<file path="src/rtl/bus_decoder_if.sv">
//------------------------------------------------------------------------------
// Module      : bus_decoder_if
// Description : CPU data-port / slave-region bus bundle for bus_decoder.
// Revision    : 1.0 - initial release
//------------------------------------------------------------------------------
`default_nettype none

interface bus_decoder_if #(
    parameter int NREGIONS = 4,
    parameter int ADDRBITS = 16,
    parameter int DATABITS = 16
);
    logic                         dread_req;
    logic [ADDRBITS-1:0]          dread_addr;
    logic [DATABITS-1:0]          dread_data;
    logic                         dread_valid;
    logic                         stall;
    logic [ADDRBITS-1:0]          dwrite_addr;
    logic [1:0]                   dwrite_en;
    logic [NREGIONS-1:0]          r_dread_en;
    logic [NREGIONS*DATABITS-1:0] r_dread_data;
    logic [2*NREGIONS-1:0]        r_dwrite_en;
    logic                         wp_fault;

    // Decoder side
    modport slave (
        input  dread_req, dread_addr, dwrite_addr, dwrite_en, r_dread_data,
        output dread_data, dread_valid, stall, r_dread_en, r_dwrite_en, wp_fault
    );

    // CPU plus region side, as seen by whoever drives the decoder
    modport master (
        output dread_req, dread_addr, dwrite_addr, dwrite_en, r_dread_data,
        input  dread_data, dread_valid, stall, r_dread_en, r_dwrite_en, wp_fault
    );
endinterface

`default_nettype wire

</file>
<file path="src/rtl/bus_decoder.sv">
//------------------------------------------------------------------------------
// Module      : bus_decoder
// Description : Base-address decoder between CPU data port and NREGIONS slave
//               regions with per-region read wait states. Optional write
//               protection is enabled with the macro BUSDEC_WPROT_EN.
// Revision    : 1.0 - initial release
//------------------------------------------------------------------------------
`default_nettype none

module bus_decoder #(
    parameter int                          NREGIONS = 4,
    parameter int                          ADDRBITS = 16,
    parameter int                          DATABITS = 16,
    parameter logic [NREGIONS*ADDRBITS-1:0] BASES   = {16'hC000, 16'h4000, 16'h2000, 16'h0000},
    parameter logic [NREGIONS*4-1:0]        WAITS   = {4'd2, 4'd1, 4'd0, 4'd0},
    parameter logic [NREGIONS-1:0]          WPROT   = '0
) (
    input  wire logic clk,
    input  wire logic reset,
    bus_decoder_if.slave bus
);

    localparam int SELW = (NREGIONS > 1) ? $clog2(NREGIONS) : 1;

    typedef enum logic [0:0] {
        S_IDLE = 1'b0,
        S_WAIT = 1'b1
    } state_t;

    state_t              r_state;
    state_t              w_state_nxt;
    logic [3:0]          r_cnt;
    logic [3:0]          w_cnt_nxt;
    logic [SELW-1:0]     r_rsel;
    logic [SELW-1:0]     w_rsel_nxt;
    logic                r_valid;
    logic                w_valid_nxt;
    logic [NREGIONS-1:0] w_rd_en;
    logic [SELW-1:0]     w_rd_sel;
    logic [SELW-1:0]     w_wr_sel;
    logic [3:0]          w_rd_wait;
    logic [2*NREGIONS-1:0] w_wr_en;

    // Bases are strictly ascending, so the last match is the highest one
    function automatic logic [SELW-1:0] f_decode(input logic [ADDRBITS-1:0] addr);
        logic [SELW-1:0] sel;
        sel = '0;
        for (int i = 0; i < NREGIONS; i++) begin
            if (addr >= BASES[i*ADDRBITS +: ADDRBITS]) begin
                sel = SELW'(i);
            end
        end
        return sel;
    endfunction

    assign w_rd_sel  = f_decode(bus.dread_addr);
    assign w_wr_sel  = f_decode(bus.dwrite_addr);
    assign w_rd_wait = WAITS[w_rd_sel*4 +: 4];

    always_ff @(posedge clk) begin
        if (!reset) begin
            r_state <= S_IDLE;
            r_cnt   <= '0;
            r_rsel  <= '0;
            r_valid <= 1'b0;
        end else begin
            r_state <= w_state_nxt;
            r_cnt   <= w_cnt_nxt;
            r_rsel  <= w_rsel_nxt;
            r_valid <= w_valid_nxt;
        end
    end

    always_comb begin
        w_state_nxt = r_state;
        w_cnt_nxt   = r_cnt;
        w_rsel_nxt  = r_rsel;
        w_valid_nxt = 1'b0;
        w_rd_en     = '0;
        case (r_state)
            S_IDLE: begin
                if (bus.dread_req) begin
                    w_rd_en[w_rd_sel] = 1'b1;
                    w_rsel_nxt        = w_rd_sel;
                    w_cnt_nxt         = w_rd_wait;
                    if (w_rd_wait == 4'd0) begin
                        w_valid_nxt = 1'b1;
                    end else begin
                        w_state_nxt = S_WAIT;
                    end
                end
            end
            S_WAIT: begin
                if (r_cnt == 4'd1) begin
                    w_state_nxt = S_IDLE;
                    w_cnt_nxt   = 4'd0;
                    w_valid_nxt = 1'b1;
                end else begin
                    w_cnt_nxt = r_cnt - 4'd1;
                end
            end
            default: w_state_nxt = S_IDLE;
        endcase
    end

    always_comb begin
        w_wr_en = '0;
        for (int i = 0; i < NREGIONS; i++) begin
            if (w_wr_sel == SELW'(i)) begin
`ifdef BUSDEC_WPROT_EN
                w_wr_en[2*i +: 2] = WPROT[i] ? 2'b00 : bus.dwrite_en;
`else
                w_wr_en[2*i +: 2] = bus.dwrite_en;
`endif
            end
        end
    end

    // Region strobes are held off for as long as reset is low
    assign bus.r_dread_en  = reset ? w_rd_en : '0;
    assign bus.r_dwrite_en = reset ? w_wr_en : '0;
    assign bus.stall       = (r_state == S_WAIT);
    assign bus.dread_valid = r_valid;
    assign bus.dread_data  = r_valid ? bus.r_dread_data[r_rsel*DATABITS +: DATABITS] : '0;

`ifdef BUSDEC_WPROT_EN
    logic r_wp_fault;
    logic w_wp_hit;

    assign w_wp_hit = (bus.dwrite_en != 2'b00) && WPROT[w_wr_sel];

    always_ff @(posedge clk) begin
        if (!reset) begin
            r_wp_fault <= 1'b0;
        end else if (w_wp_hit) begin
            r_wp_fault <= 1'b1;
        end
    end

    assign bus.wp_fault = r_wp_fault;
`else
    assign bus.wp_fault = 1'b0;
`endif

endmodule

`default_nettype wire

</file>
<file path="src/flat_wrapper.sv">
// flat-port wrapper written by rule: the top's interface ports become plain ports
module bus_decoder_flat 
#(
    parameter int                          NREGIONS = 4,
    parameter int                          ADDRBITS = 16,
    parameter int                          DATABITS = 16,
    parameter logic [NREGIONS*ADDRBITS-1:0] BASES   = {16'hC000, 16'h4000, 16'h2000, 16'h0000},
    parameter logic [NREGIONS*4-1:0]        WAITS   = {4'd2, 4'd1, 4'd0, 4'd0},
    parameter logic [NREGIONS-1:0]          WPROT   = '0
)
  (clk, reset, bus_dread_req, bus_dread_addr, bus_dwrite_addr, bus_dwrite_en, bus_r_dread_data, bus_dread_data, bus_dread_valid, bus_stall, bus_r_dread_en, bus_r_dwrite_en, bus_wp_fault);
  bus_decoder_if #(.NREGIONS(NREGIONS), .ADDRBITS(ADDRBITS), .DATABITS(DATABITS)) bus_i ();
  input  wire logic clk;
  input  wire logic reset;
  input wire logic [$bits(bus_i.dread_req)-1:0] bus_dread_req;
  input wire logic [$bits(bus_i.dread_addr)-1:0] bus_dread_addr;
  input wire logic [$bits(bus_i.dwrite_addr)-1:0] bus_dwrite_addr;
  input wire logic [$bits(bus_i.dwrite_en)-1:0] bus_dwrite_en;
  input wire logic [$bits(bus_i.r_dread_data)-1:0] bus_r_dread_data;
  output wire logic [$bits(bus_i.dread_data)-1:0] bus_dread_data;
  output wire logic [$bits(bus_i.dread_valid)-1:0] bus_dread_valid;
  output wire logic [$bits(bus_i.stall)-1:0] bus_stall;
  output wire logic [$bits(bus_i.r_dread_en)-1:0] bus_r_dread_en;
  output wire logic [$bits(bus_i.r_dwrite_en)-1:0] bus_r_dwrite_en;
  output wire logic [$bits(bus_i.wp_fault)-1:0] bus_wp_fault;
  assign bus_i.dread_req = bus_dread_req;
  assign bus_i.dread_addr = bus_dread_addr;
  assign bus_i.dwrite_addr = bus_dwrite_addr;
  assign bus_i.dwrite_en = bus_dwrite_en;
  assign bus_i.r_dread_data = bus_r_dread_data;
  assign bus_dread_data = bus_i.dread_data;
  assign bus_dread_valid = bus_i.dread_valid;
  assign bus_stall = bus_i.stall;
  assign bus_r_dread_en = bus_i.r_dread_en;
  assign bus_r_dwrite_en = bus_i.r_dwrite_en;
  assign bus_wp_fault = bus_i.wp_fault;
  bus_decoder #(.NREGIONS(NREGIONS), .ADDRBITS(ADDRBITS), .DATABITS(DATABITS), .BASES(BASES), .WAITS(WAITS), .WPROT(WPROT)) u_core (.clk(clk), .reset(reset), .bus(bus_i));
endmodule
</file>
<file path="config.mk">
export PLATFORM = sky130hd
export DESIGN_NAME = bus_decoder_flat
export DESIGN_NICKNAME = d
export VERILOG_FILES = /design/src/rtl/bus_decoder_if.sv /design/src/rtl/bus_decoder.sv /design/src/flat_wrapper.sv
export SDC_FILE = /design/constraint.sdc
export NUM_CORES = 1
export LEC_CHECK = 0
export ABC_AREA = 0
export CORE_AREA = 5 5 48 50
export CTS_CLUSTER_SIZE = 28
export DETAILED_ROUTE_END_ITERATION = 7
export DIE_AREA = 0 0 53 55
export DONT_BUFFER_PORTS = 1
export PLACE_DENSITY_LB_ADDON = 0.05
export SKIP_LAST_GASP = 1
export SLEW_MARGIN = 20
export SYNTH_ARGS = -nofsm -noshare
export SYNTH_HDL_FRONTEND = slang
export SYNTH_SLANG_ARGS = --single-unit
</file>
<file path="constraint.sdc">
create_clock -name clk -period 4.1 [get_ports clk]
set_input_delay 0.615 -clock clk [delete_from_list [all_inputs] [get_ports clk]]
set_output_delay 0.615 -clock clk [all_outputs]
set_load 0.1 [all_outputs]
</file>
---- Word-level counts from Yosys, hierarchy flattened ----
Index checks and enable logic that the tools add are counted.
storage, ports and cells
  flip-flop bits (word level) ............. 8
  bits of input ports ..................... 101
  output and inout port bits .............. 31
  word-level logic and storage cells ...... 53
cells by class
  add/sub/neg operators ................... 1
  order comparisons ....................... 8
  eq/ne operators ......................... 5
  shift-type cells ........................ 2
  muxes and demuxes ....................... 28
  bitwise operators ....................... 1
  reductions and logical operators ........ 4
operators with widths
  kind                     number
  $shiftx 64x7->16         1
  $ge 16x14->1 const B     2
  $ge 16x15->1 const B     2
  $ge 16x16->1 const B     2
  $mux 4                   5
  $mux 16                  1
  $mux 2                   8
  $shiftx 16x5->4 const A  1
  $mux 1                   9
  $mux 8                   1
  $pmux 4 s2               1
  $eq 2x2->1 const B       2
  $eq 4x1->1 const B       1
  $logic_not 4->1          1
  $pmux 1 s2               2
  $sub 4x1->4 const B      1
  $lt 2x3->1 const B       1
  $demux 1 s2              1
  $eq 2x1->1 const B       1
  $ge 2x1->1 const B       1
  $logic_not 2->1          1
  $ne 2x2->1 const B       1
  $reduce_and 2->1         1
  $logic_and 1x1->1        1
  $not 1->1                1

---- Longest topological paths before layout ----
Gate-level depths: netlist of the first run.
  word-level depth ........................ 11
  mapped depth ............................ 5
  depth with buffers taken out ............ 5

---- Worst setup path after synthesis of the first run ----
Ideal clock, no wire load.
  path kind ............................... register to output
  start point ............................. reg u_core.r_state (netlist: u_core.bus.stall)
  end point ............................... out bus_r_dread_en[0]
  arrival ................................. 4049 ps
  required time ........................... 3485 ps
  slack ................................... -564 ps
  stages on the path, launching flop included .. 4
  buffers on the path ..................... 0
  path through ............................ dfxtp_1 nor2b_1 nand2_1 nor4_1
on the way
  cells in the longest elaborated chain, start to end .. 2
ends and longest elaborated chain
  what                    RTL line            text
  start, declared         bus_decoder.sv:30   state_t r_state;
  start signal, assigned  bus_decoder.sv:67   r_state <= w_state_nxt;
  $mux 4                  bus_decoder.sv:80   case (r_state)
  $mux 4                  bus_decoder.sv:120  assign bus.r_dread_en = reset ? w_rd_en : '0;
  end, declared           flat_wrapper.sv:23  output wire logic [$bits(bus_i.r_dread_en)-1:0] bus_r_dread_en;
No other way between the ends.

---- Worst setup path in the final report of the first run ----
  start point ............................. reg u_core.r_rsel[0]
  end point ............................... out bus_dread_data[15]
on the way
  cells in the longest elaborated chain, start to end .. 2
ends and longest elaborated chain
  what                    RTL line            text
  start, declared         bus_decoder.sv:34   logic [SELW-1:0] r_rsel;
  start signal, assigned  bus_decoder.sv:69   r_rsel <= w_rsel_nxt;
  $shiftx 64x7->16        bus_decoder.sv:124  assign bus.dread_data = r_valid ? bus.r_dread_data[r_rsel*DATABITS +: DATABITS] : '0;
  $mux 16                 bus_decoder.sv:124
  end, declared           flat_wrapper.sv:20  output wire logic [$bits(bus_i.dread_data)-1:0] bus_dread_data;
No other way between the ends.

==> flow_metrics.py, run 1 <==
metrics = {
    "run_status": {
        "status": "complete, no violations",
    },
    "timing": {
        "worst_slew_pin_slew_ns": 1.06,
        "fin_setup_tns_ns": 0,
        "finalClockSkew_ns": 0.00578,
        "setup_viol": 0,
        "period_needed_ns": 2.95,
        "hold_violations": 0,
        "rsz0062_at_grt": "false",
        "slew_headroom_pct": 29.1,
        "final-max-slew-violation-count": 0,
        "fin_crit_sh_pct": 71.9,
        "max_freq_ghz": 0.339,
        "setup_ws_ns": 1.15,
    },
    "cts": {
        "cts_inserted_buffers": 3,
        "hold_buffers": 0,
        "clock_sinks": 8,
        "cts.clk_slew.worst_paths_ns": 0.06,
        "cts_tree": "done",
        "clock_latency_ns": 0.26,
        "h-tree-depth": 1,
        "root_buffer": "clkbuf_4",
        "postCtsSetupBuffers": 0,
        "cts_buffer_depth": 2,
        "cts_resized": 0,
    },
    "route": {
        "wl_per_cell_um": 20.3,
        "wl_um": 2750,
        "drtPass1Iterations": 5,
        "drt_iter0_markers": 10,
        "drcViolationCount": 0,
        "viasPerCell": 6.49,
        "route.antenna.remaining_nets": 0,
        "vias": 876,
    },
    "worst_setup_path": {
        "worst-setup-path-type": "register to output port",
        "worst_path_max_delay_cell": "dfxtp_1",
        "crit_family": "flip-flops",
        "path_cells": "mux4_1 -> and2_1",
        "start_kind": "register",
        "cp_num_buf_inv": 0,
        "crit_path_end_kind": "output port",
        "max_stage_delay_ns": 0.89,
        "critical_path_arrival_ns": 2.33,
        "r2r_slack_ns": 2.57,
        "required_ns": 3.48,
        "critical_path.max_fanout": 17,
    },
    "cells_and_area": {
        "layout-drive-gt1-share_pct": 29.6,
        "nFillCells": 172,
        "regArea_um2": 160,
        "area_growth_pct": 12.1,
        "antenna_cells": 0,
        "multiInputGateArea_um2": 867,
        "utilization_pct": 61.8,
        "nets": 213,
        "fin_cells": 135,
        "postLayoutCellArea_mm2": 0.00115,
    },
    "power": {
        "power_density_mw_per_mm2": 278,
        "p_seq_share_pct": 31.4,
        "p_leak_nw": 0.414,
        "p_sw_share_pct": 46.3,
        "p_sw_mw": 0.149,
        "vdd_drop_max_v": 0.000188,
        "combPwrFrac_pct": 49.6,
        "pwr-share-clk_pct": 19.1,
        "internal_power_mw": 0.172,
    },
    "placed_design": {
        "gp_congestion": 0.717,
        "place_area_mm2": 0.00113,
        "dpl_worst_slack_ns": 1.36,
        "dp_hpwl_um": 2330,
        "placed_cells": 132,
        "portBuffers": 0,
    },
    "die": {
        "fp.dieArea_mm2": 0.00292,
        "floorplan.initialDensity_pct": 55.2,
        "die_h_um": 55,
        "num_rows": 16,
        "die_x_um": 53,
        "num_io_pins": 132,
        "core_mm2": 0.00186,
    },
    "synth": {
        "seq_area_frac_synth_pct": 15.6,
        "syn_nets": 208,
        "synthCells": 105,
        "ys_types": 31,
        "syn-cell-area_mm2": 0.00103,
        "post_synth.cell_area_avg_um2": 9.78,
        "ys_ff_latch": 8,
        "ys_warn_count": 0,
    },
    "grt": {
        "grt_pass1_wl_um": 3650,
        "overflow": 0,
        "grt_pass1_vias": 839,
        "grtUsageMet1_pct": 17.9,
        "grt_start_max_net_pins": 18,
        "grt-busiest-layer": "met2",
        "grt_usage_pct": 17.2,
        "antenna_found_initial": 0,
        "met2_usage_pct": 30.8,
        "grt_util_met3_pct": 7.51,
    },
    "hold_path": {
        "min-delay-path-class": "primary input to register",
    },
    "job": {
        "cap_violations": 0,
    },
}
[worst reg2reg max path, stage by stage (launching register included)]
cell and delay [ns]:
dfxtp_1 0.41, ha_1 0.19, or3b_1 0.41, and3_1 0.20
a32o_1 0.21
[cell families (layout without fill, tap and decap cells)]
group / Yosys count / count (layout) / share of synthesized area, %
AND/OR/NAND/NOR: 50 / 50 / 24.8
multiplexers: 17 / 17 / 38.6
AO/OA/AOI/OAI: 15 / 15 / 9.87
buffers and inverters: 10 / 13 / 6.58
flip-flops: 8 / 8 / 15.6
adder cells (fa/ha/maj): 2 / 2 / 2.44
XOR/XNOR: 2 / 2 / 1.71
other: 1 / 1 / 0.365
[state kept, by name, summed over array words and instances, names as in the netlist]
signal                  cells
u_core.r_rsel               2
u_core.r_cnt                4
u_core.bus.stall            1
u_core.bus.dread_valid      1
[synthesized netlist by cell type]
master | number | area [µm²]
mux4_1 | 7 | 184
mux4_2 | 9 | 203
o21ai_0 | 5 | 25.0
mux2i_1 | 1 | 10.0
ha_1 | 2 | 25.0
nand4_1 | 1 | 6.26
buf_12 | 1 | 20.0
nand3_1 | 2 | 10.0
a21oi_1 | 2 | 10.0
dfxtp_1 | 8 | 160
a31oi_1 | 1 | 6.26
buf_6 | 1 | 11.3
conb_1 | 1 | 3.75
buf_2 | 2 | 10.0
o211a_1 | 1 | 10.0
a32oi_1 | 1 | 8.76
or3b_1 | 1 | 8.76
inv_1 | 2 | 7.51
nor2b_1 | 2 | 12.5
nand2_1 | 9 | 33.8
a211o_1 | 1 | 8.76
and3_1 | 1 | 6.26
a21boi_0 | 2 | 15.0
xnor2_1 | 2 | 17.5
nor4_1 | 4 | 25.0
buf_4 | 1 | 7.51
and2_1 | 16 | 100
clkbuf_1 | 3 | 11.3
a32o_1 | 1 | 10.0
nor2_1 | 14 | 52.6
o31ai_1 | 1 | 7.51
[placed cells by master (no fill, tap or decap), types with 2 or more instances in the layout]
cell / n
and2_1: 16
clkbuf_4: 3
xnor2_1: 2
nor2_2: 9
o21ai_0: 5
buf_4: 8
nor2b_1: 2
inv_1: 2
dfxtp_1: 8
a21oi_1: 2
ha_1: 2
nand3_1: 2
a21boi_0: 2
nor4_4: 3
nand2_1: 9
mux4_1: 7
nor2_1: 5
mux4_2: 9
[cell type report]
| cell class | count | share of cell area, % |
|---|---|---|
| tap | 27 | 2.93 |
| timing repair buffer | 8 | 5.22 |
| multi-input combinational | 87 | 75.3 |
| sequential | 8 | 13.9 |
| inverter | 2 | 0.652 |
| clock buffer | 3 | 1.96 |
[through the flow]
step / hold slack (ns) / power (mW)
2_1_floorplan: 0.487 / 0.252
3_3_place_gp: 0.512 / 0.260
3_5_place_dp: 0.539 / 0.263
4_1_cts: 0.478 / 0.325
5_1_grt: 0.493 / 0.338
6_report: 0.483 / 0.321
[power groups by stage]
stage | clock [mW] | combinational (mW) | sequential [mW]
4_1_cts | 0.0635 | 0.160 | 0.101
6_report | 0.0611 | 0.159 | 0.101
2_1_floorplan | 0 | 0.150 | 0.101
3_3_place_gp | 0 | 0.158 | 0.102
3_5_place_dp | 0 | 0.160 | 0.103
5_1_grt | 0.0665 | 0.168 | 0.103
[path summary, 6_finish.rpt]
check                            endpoint  depth (start not counted)                     startpoint
min          u_core.r_cnt[1]$_SDFFE_PN0P_                          1                          reset
max reg2reg  u_core.r_cnt[3]$_SDFFE_PN0P_                          4   u_core.r_cnt[0]$_SDFFE_PN0P_
min reg2reg  u_core.r_cnt[2]$_SDFFE_PN0P_                          2   u_core.r_cnt[2]$_SDFFE_PN0P_
max                    bus_dread_data[15]                          2  u_core.r_rsel[0]$_SDFFE_PN0P_
[metal layers]
| metal | wire [µm] | share of wire [%] |
|---|---|---|
| met5 | 0 | 0 |
| met4 | 29 | 1.1 |
| met1 | 885 | 32 |
| met2 | 1410 | 51 |
| met3 | 421 | 15 |
(Power assumes the default switching activity.)
==> run 2: changes to the inputs <==
--- a/config.mk
+++ b/config.mk
@@ -5,11 +5,11 @@
 export SDC_FILE = /design/constraint.sdc
 export NUM_CORES = 1
 export LEC_CHECK = 0
-export ABC_AREA = 0
-export CORE_AREA = 5 5 48 50
+export ABC_AREA = 1
+export CORE_MARGIN = 5
+export CORE_UTILIZATION = 63
 export CTS_CLUSTER_SIZE = 28
 export DETAILED_ROUTE_END_ITERATION = 7
-export DIE_AREA = 0 0 53 55
 export DONT_BUFFER_PORTS = 1
 export PLACE_DENSITY_LB_ADDON = 0.05
 export SKIP_LAST_GASP = 1
==> constraint.sdc (replaced) <==
create_clock -name clk -period 3.1 [get_ports clk]
set_input_delay 0.465 -clock clk [delete_from_list [all_inputs] [get_ports clk]]
set_output_delay 0.465 -clock clk [all_outputs]
set_load 0.1 [all_outputs]
==> run 2 against run 1 <==
  * Total power up 62%
  * Worst hold slack worse by 0.15 ns
  * Die area down 1.5%
  * Utilization up 20 points
  * Synthesized area up 16%
  * Highest routed layer unchanged
  * Routed wire length up 35%
  * Global-route usage up 7.9 points
  * Sequential share of layout area down 2.8 points
  * Critical endpoint is now bus_dread_data[0]
  * First-iteration DRC count up 90%
  * Clock power up 36%
==> flow_metrics.py, run 2 <==
metrics = {
    "cells_and_area": {
        "utilization_pct": 81.6,
        "nets": 352,
        "layout_commonest_cell": "nand2_1",
        "layout-drive-gt1-share_pct": 28.7,
        "largest_reg_flops": 4,
        "area_growth_pct": 20.4,
        "nFillCells": 126,
        "layout_common_cells": "nand2_1 (73), nor2_1 (39), buf_4 (31)",
        "largestRegisters": "u_core.r_cnt (4), u_core.r_rsel (2)",
        "antenna_cells": 0,
        "top_register": "u_core.r_cnt",
    },
    "die": {
        "num_io_pins": 132,
        "die_x_um": 53.6,
        "fp.dieArea_mm2": 0.00287,
        "die_h_um": 53.6,
        "num_rows": 15,
        "floorplan.initialDensity_pct": 67.8,
        "core_mm2": 0.00176,
    },
    "worst_setup_path": {
        "critical_path_arrival_ns": 2.16,
        "path_cells": "buf_4 -> nor2_1 -> nor2_1 -> o21ai_0 -> a21oi_2 -> buf_4",
        "r2r_end": "u_core.r_rsel[0]$_SDFFE_PN0P_",
        "worst_path_max_delay_cell": "dfxtp_1",
        "critical_path.max_fanout": 23,
        "start_kind": "register",
        "reg2reg_depth": 4,
        "max_stage_delay_ns": 0.88,
        "worst-setup-path-type": "register to output port",
        "reg2reg_from": "u_core.r_rsel[0]$_SDFFE_PN0P_",
        "crit_path_end_kind": "output port",
        "r2r_slack_ns": 1.70,
        "required_ns": 2.63,
    },
    "cts": {
        "root_buffer": "clkbuf_4",
        "cts_tree": "done",
        "clock_sinks": 8,
        "postCtsSetupBuffers": 0,
        "cts.clk_slew.worst_paths_ns": 0.05,
        "hold_buffers": 0,
        "clock_latency_ns": 0.27,
        "h-tree-depth": 1,
        "cts_buffer_depth": 2,
        "cts_resized": 0,
        "cts_inserted_buffers": 3,
    },
    "route": {
        "drt_iter0_markers": 19,
        "viasPerCell": 5.46,
        "drtPass1Iterations": 5,
        "drcViolationCount": 0,
        "route.antenna.remaining_nets": 0,
        "dr_wl_met2_um": 1810,
        "vias": 1485,
        "wl_per_cell_um": 13.6,
        "top_layer_used": "met4",
        "wl_um": 3700,
        "wl_met1_um": 1380,
        "met3_length_um": 415,
    },
    "power": {
        "vdd_drop_max_v": 0.000303,
        "total_power_mw": 0.519,
        "power_density_mw_per_mm2": 360,
        "p_leak_nw": 0.723,
    },
    "synth": {
        "synth_top_family_by_area": "simple AND/OR/NAND/NOR gates",
        "synth_edf_count": 0,
        "ys_warn_count": 0,
        "ys_dominant_reg_cell": "dfxtp_1",
        "synth_xor_area_share_pct": 0.732,
        "synthCells": 226,
        "seq_area_frac_synth_pct": 13.4,
        "synth-compound-area-share_pct": 16.9,
        "synthSimpleGateAreaFrac_pct": 48.4,
        "synth_top_area_share_pct": 22.9,
        "synth_area_leaders": "nand2_1 (23%), nor2_1 (16%), dfxtp_1 (13%), a21oi_1 (8.4%), o21ai_0 (5.0%)",
        "synthAdderAreaFrac_pct": 2.09,
        "syn_nets": 329,
        "ys_types": 22,
        "ys_ff_latch": 8,
        "synth-async-reset-ratio_pct": 0,
        "ys_top_cells_by_count": "nand2_1 (73), nor2_1 (50), a21oi_1 (20), inv_1 (16), o21ai_0 (12)",
        "muxShareOfSynthArea_pct": 0,
        "post_synth.cell_area_avg_um2": 5.29,
        "syn-cell-area_mm2": 0.00120,
        "yosysTopAreaCell": "nand2_1",
        "yosysMostFrequentCell": "nand2_1",
    },
    "placed_design": {
        "portBuffers": 0,
        "dp_hpwl_um": 2980,
        "gp_congestion": 0.787,
        "dpl_worst_slack_ns": 0.766,
    },
    "run_status": {
        "status": "complete, no violations",
    },
    "grt": {
        "antenna_found_initial": 0,
        "grt_pass1_vias": 1357,
        "grt_start_max_net_pins": 34,
        "grt_usage_pct": 25.1,
        "grt_pass1_wl_um": 5500,
        "overflow": 0,
    },
    "timing": {
        "hold_violations": 0,
        "worst_slew_pin_slew_ns": 0.897,
        "final-max-slew-violation-count": 0,
        "max_freq_ghz": 0.382,
        "fin_hold_ws_ns": 0.337,
        "setup_ws_ns": 0.480,
        "setup_viol": 0,
        "period_needed_ns": 2.62,
        "rsz0062_at_grt": "false",
        "slew_headroom_pct": 40.1,
        "finalClockSkew_ns": 0.00668,
        "fin_crit_sh_pct": 84.5,
        "fin_setup_tns_ns": 0,
    },
    "hold_path": {
        "hold_end": "u_core.r_rsel[0]$_SDFFE_PN0P_",
        "hold_depth": 2,
        "min-delay-path-class": "primary input to register",
        "hold_start": "reset",
    },
    "job": {
        "cap_violations": 0,
    },
}
## run 2: cell families after synthesis
group                    after synthesis
AND/OR/NAND/NOR                      144
AO/OA/AOI/OAI                         40
buffers and inverters                 30
flip-flops                             8
adder cells (fa/ha/maj)                2
XOR/XNOR                               1
other                                  1
## run 2: area by class of cell
class	count	area (µm²)	area share (%)
Tap cell	25	31.3	2.17
Sequential cell	8	160	11.1
Multi-Input combinational cell	188	922	64.0
Inverter	17	71.3	4.95
Timing Repair Buffer	31	233	16.2
Clock buffer	3	22.5	1.56
## run 2: metal layers
layer / GRT usage [%] / vias to the layer above
met5: 0 / -
met4: 13.2 / 0
met3: 7.48 / 8
met2: 45.3 / 76
met1: 26.0 / 652
li1: - / 749
## run 2: metrics by stage
stage	cell area (µm²)	instances
global placement	1420	269
CTS	1440	272
floorplan	1200	226
finish	1440	272
detailed placement	1420	269
global route	1440	272
## run 2: how the worst max path moves through the flow
stage | from | to | slack, ns | depth (start not counted)
global route | u_core.r_rsel[0]$_SDFFE_PN0P_ | bus_dread_data[0] | 0.27 | 6
detailed placement | u_core.r_rsel[0]$_SDFFE_PN0P_ | bus_dread_data[0] | 0.77 | 6
finish | u_core.r_rsel[0]$_SDFFE_PN0P_ | bus_dread_data[0] | 0.48 | 6
global placement | u_core.r_rsel[0]$_SDFFE_PN0P_ | bus_dread_data[0] | 0.83 | 6
floorplan | u_core.bus.dread_valid$_SDFF_PN0_ | bus_dread_data[10] | -0.28 | 3
CTS | u_core.r_rsel[0]$_SDFFE_PN0P_ | bus_dread_data[0] | 0.49 | 6
## run 2: power by group
part	switching, mW	leakage (nW)	internal (mW)
clock	0.0383	0.0138	0.0445
combinational	0.233	0.644	0.0754
sequential	0.0146	0.0659	0.114
total	0.285	0.723	0.234
## run 2: worst max-delay path: cells and delay by family (launching register included)
kind	cells	cell delay, ns
buffers and inverters	2	0.62
AOI/OAI and AO/OA	2	0.27
DFF	1	0.88
and+or+nand+nor	2	0.13
==> run 3: changes to the inputs <==
==> constraint.sdc (replaced) <==
create_clock -name clk -period 2.6 [get_ports clk]
set_input_delay 0.39 -clock clk [delete_from_list [all_inputs] [get_ports clk]]
set_output_delay 0.39 -clock clk [all_outputs]
set_load 0.1 [all_outputs]
==> run 3 against run 2 <==
  * Total power rose by 30%
  * Critical path type unchanged
  * Cell area rose by 14%
  * Worst hold slack got worse by 0.058 ns
  * Routed wire length rose by 35%
  * Clock-buffer cell count did not move
  * Critical endpoint is now bus_dread_data[9]
==> flow_metrics.py, run 3 (synthesis gave the netlist of run 2 again) <==
metrics = {
    "timing": {
        "setup_viol": 0,
        "final-max-slew-violation-count": 0,
        "setup_ws_ns": 0.148,
        "finalClockSkew_ns": 0.00605,
        "fin_crit_sh_pct": 94.3,
        "worst_slew_pin_slew_ns": 0.959,
        "rsz0062_at_grt": "false",
        "max_freq_ghz": 0.408,
        "hold_violations": 0,
        "period_needed_ns": 2.45,
        "slew_headroom_pct": 36.0,
        "fin_hold_ws_ns": 0.279,
    },
    "worst_setup_path": {
        "critical_path.max_fanout": 16,
        "crit_path_end_kind": "output port",
        "path_cells": "buf_4 -> nor2_1 -> nor2_1 -> o21ai_0 -> a21oi_2 -> buf_12",
        "worst-setup-path-type": "register to output port",
        "path_common_cell": "nor2_1",
        "cp_num_buf_inv": 2,
        "critical_path_arrival_ns": 2.06,
        "crit_family": "flip-flops",
        "worst_path_max_delay_cell": "dfxtp_1",
        "reg2reg_depth": 7,
        "cp.depth": 6,
        "start_kind": "register",
        "required_ns": 2.21,
        "max_stage_delay_ns": 0.76,
    },
    "cells_and_area": {
        "layout_commonest_cell": "nand2_1",
        "largest_reg_flops": 4,
        "layout-drive-gt1-share_pct": 29.7,
        "top_register": "u_core.r_cnt",
        "largestRegisters": "u_core.r_cnt (4), u_core.r_rsel (2)",
        "antenna_cells": 0,
        "utilization_pct": 93.2,
        "area_growth_pct": 37.4,
        "fin_cells": 274,
        "layout_common_cells": "nand2_1 (73), nor2_1 (39), buf_4 (21)",
        "nFillCells": 63,
        "nets": 354,
    },
    "cts": {
        "cts_resized": 0,
        "cts.clk_slew.worst_paths_ns": 0.05,
        "cts_tree": "done",
        "postCtsSetupBuffers": 0,
        "clock_sinks": 8,
        "root_buffer": "clkbuf_4",
        "h-tree-depth": 1,
        "cts_inserted_buffers": 3,
        "hold_buffers": 0,
        "clock_latency_ns": 0.25,
        "cts_buffer_depth": 2,
    },
    "die": {
        "floorplan.initialDensity_pct": 67.8,
        "die_h_um": 53.6,
        "num_rows": 15,
        "die_x_um": 53.6,
        "num_io_pins": 132,
        "fp.dieArea_mm2": 0.00287,
        "core_mm2": 0.00176,
    },
    "placed_design": {
        "portBuffers": 0,
        "placed_cells": 271,
        "dpl_worst_slack_ns": 0.517,
        "gp_congestion": 0.822,
        "dp_hpwl_um": 3660,
    },
    "grt": {
        "antenna_found_initial": 0,
        "grt_start_max_net_pins": 34,
        "grt_pass1_wl_um": 7400,
        "grt_pass1_vias": 1631,
        "grt_usage_pct": 35.4,
        "overflow": 0,
    },
    "route": {
        "route.antenna.remaining_nets": 0,
        "wl_um": 4980,
        "viasPerCell": 6.11,
        "drcViolationCount": 0,
        "drtPass1Iterations": 5,
        "vias": 1673,
        "drt_iter0_markers": 100,
        "wl_per_cell_um": 18.2,
    },
    "job": {
        "cap_violations": 0,
    },
    "power": {
        "total_power_mw": 0.673,
        "power_density_mw_per_mm2": 409,
        "p_leak_nw": 0.771,
        "vdd_drop_max_v": 0.000387,
    },
    "run_status": {
        "status": "complete, no violations",
    },
    "hold_path": {
        "hold_depth": 2,
        "min-delay-path-class": "primary input to register",
    },
}
## run 3: power breakdown
part           switching [mW]  internal, mW  total, mW
sequential             0.0175         0.136      0.153
combinational           0.315         0.112      0.428
clock                  0.0394        0.0526     0.0920
total                   0.372         0.301      0.673
## run 3: metal layers
metal | share of wire, % | vias to the layer above | routed length (µm) | global-route usage [%]
met3 | 10 | 37 | 522 | 7.76
met4 | 5.8 | 0 | 290 | 19.6
li1 | - | 756 | - | -
met5 | 0 | - | 0 | 0
met2 | 51 | 149 | 2550 | 67.8
met1 | 32 | 731 | 1620 | 34.6
## run 3: final timing paths
check / slack (ns) / to / startpoint
max: 0.15 / bus_dread_data[9] / u_core.r_rsel[0]$_SDFFE_PN0P_
max reg2reg: 1.25 / u_core.r_cnt[0]$_SDFFE_PN0P_ / u_core.bus.stall$_SDFF_PN0_
min: 0.28 / u_core.r_rsel[0]$_SDFFE_PN0P_ / reset
min reg2reg: 0.53 / u_core.r_cnt[3]$_SDFFE_PN0P_ / u_core.r_cnt[3]$_SDFFE_PN0P_
## run 3: layout make-up
| class | count | area, µm² | area share [%] |
|---|---|---|---|
| multi-input combinational | 188 | 960 | 58.4 |
| timing repair buffer | 33 | 398 | 24.2 |
| sequential | 8 | 161 | 9.82 |
| inverter | 17 | 71.3 | 4.34 |
| tap | 25 | 31.3 | 1.90 |
| clock buffer | 3 | 22.5 | 1.37 |
## run 3: stage by stage
step / setup TNS [ns] / cell area [µm²]
global route: 0 / 1640
finish: 0 / 1640
CTS: 0 / 1640
global placement: 0 / 1620
detailed placement: 0 / 1620
floorplan: -0.561 / 1310
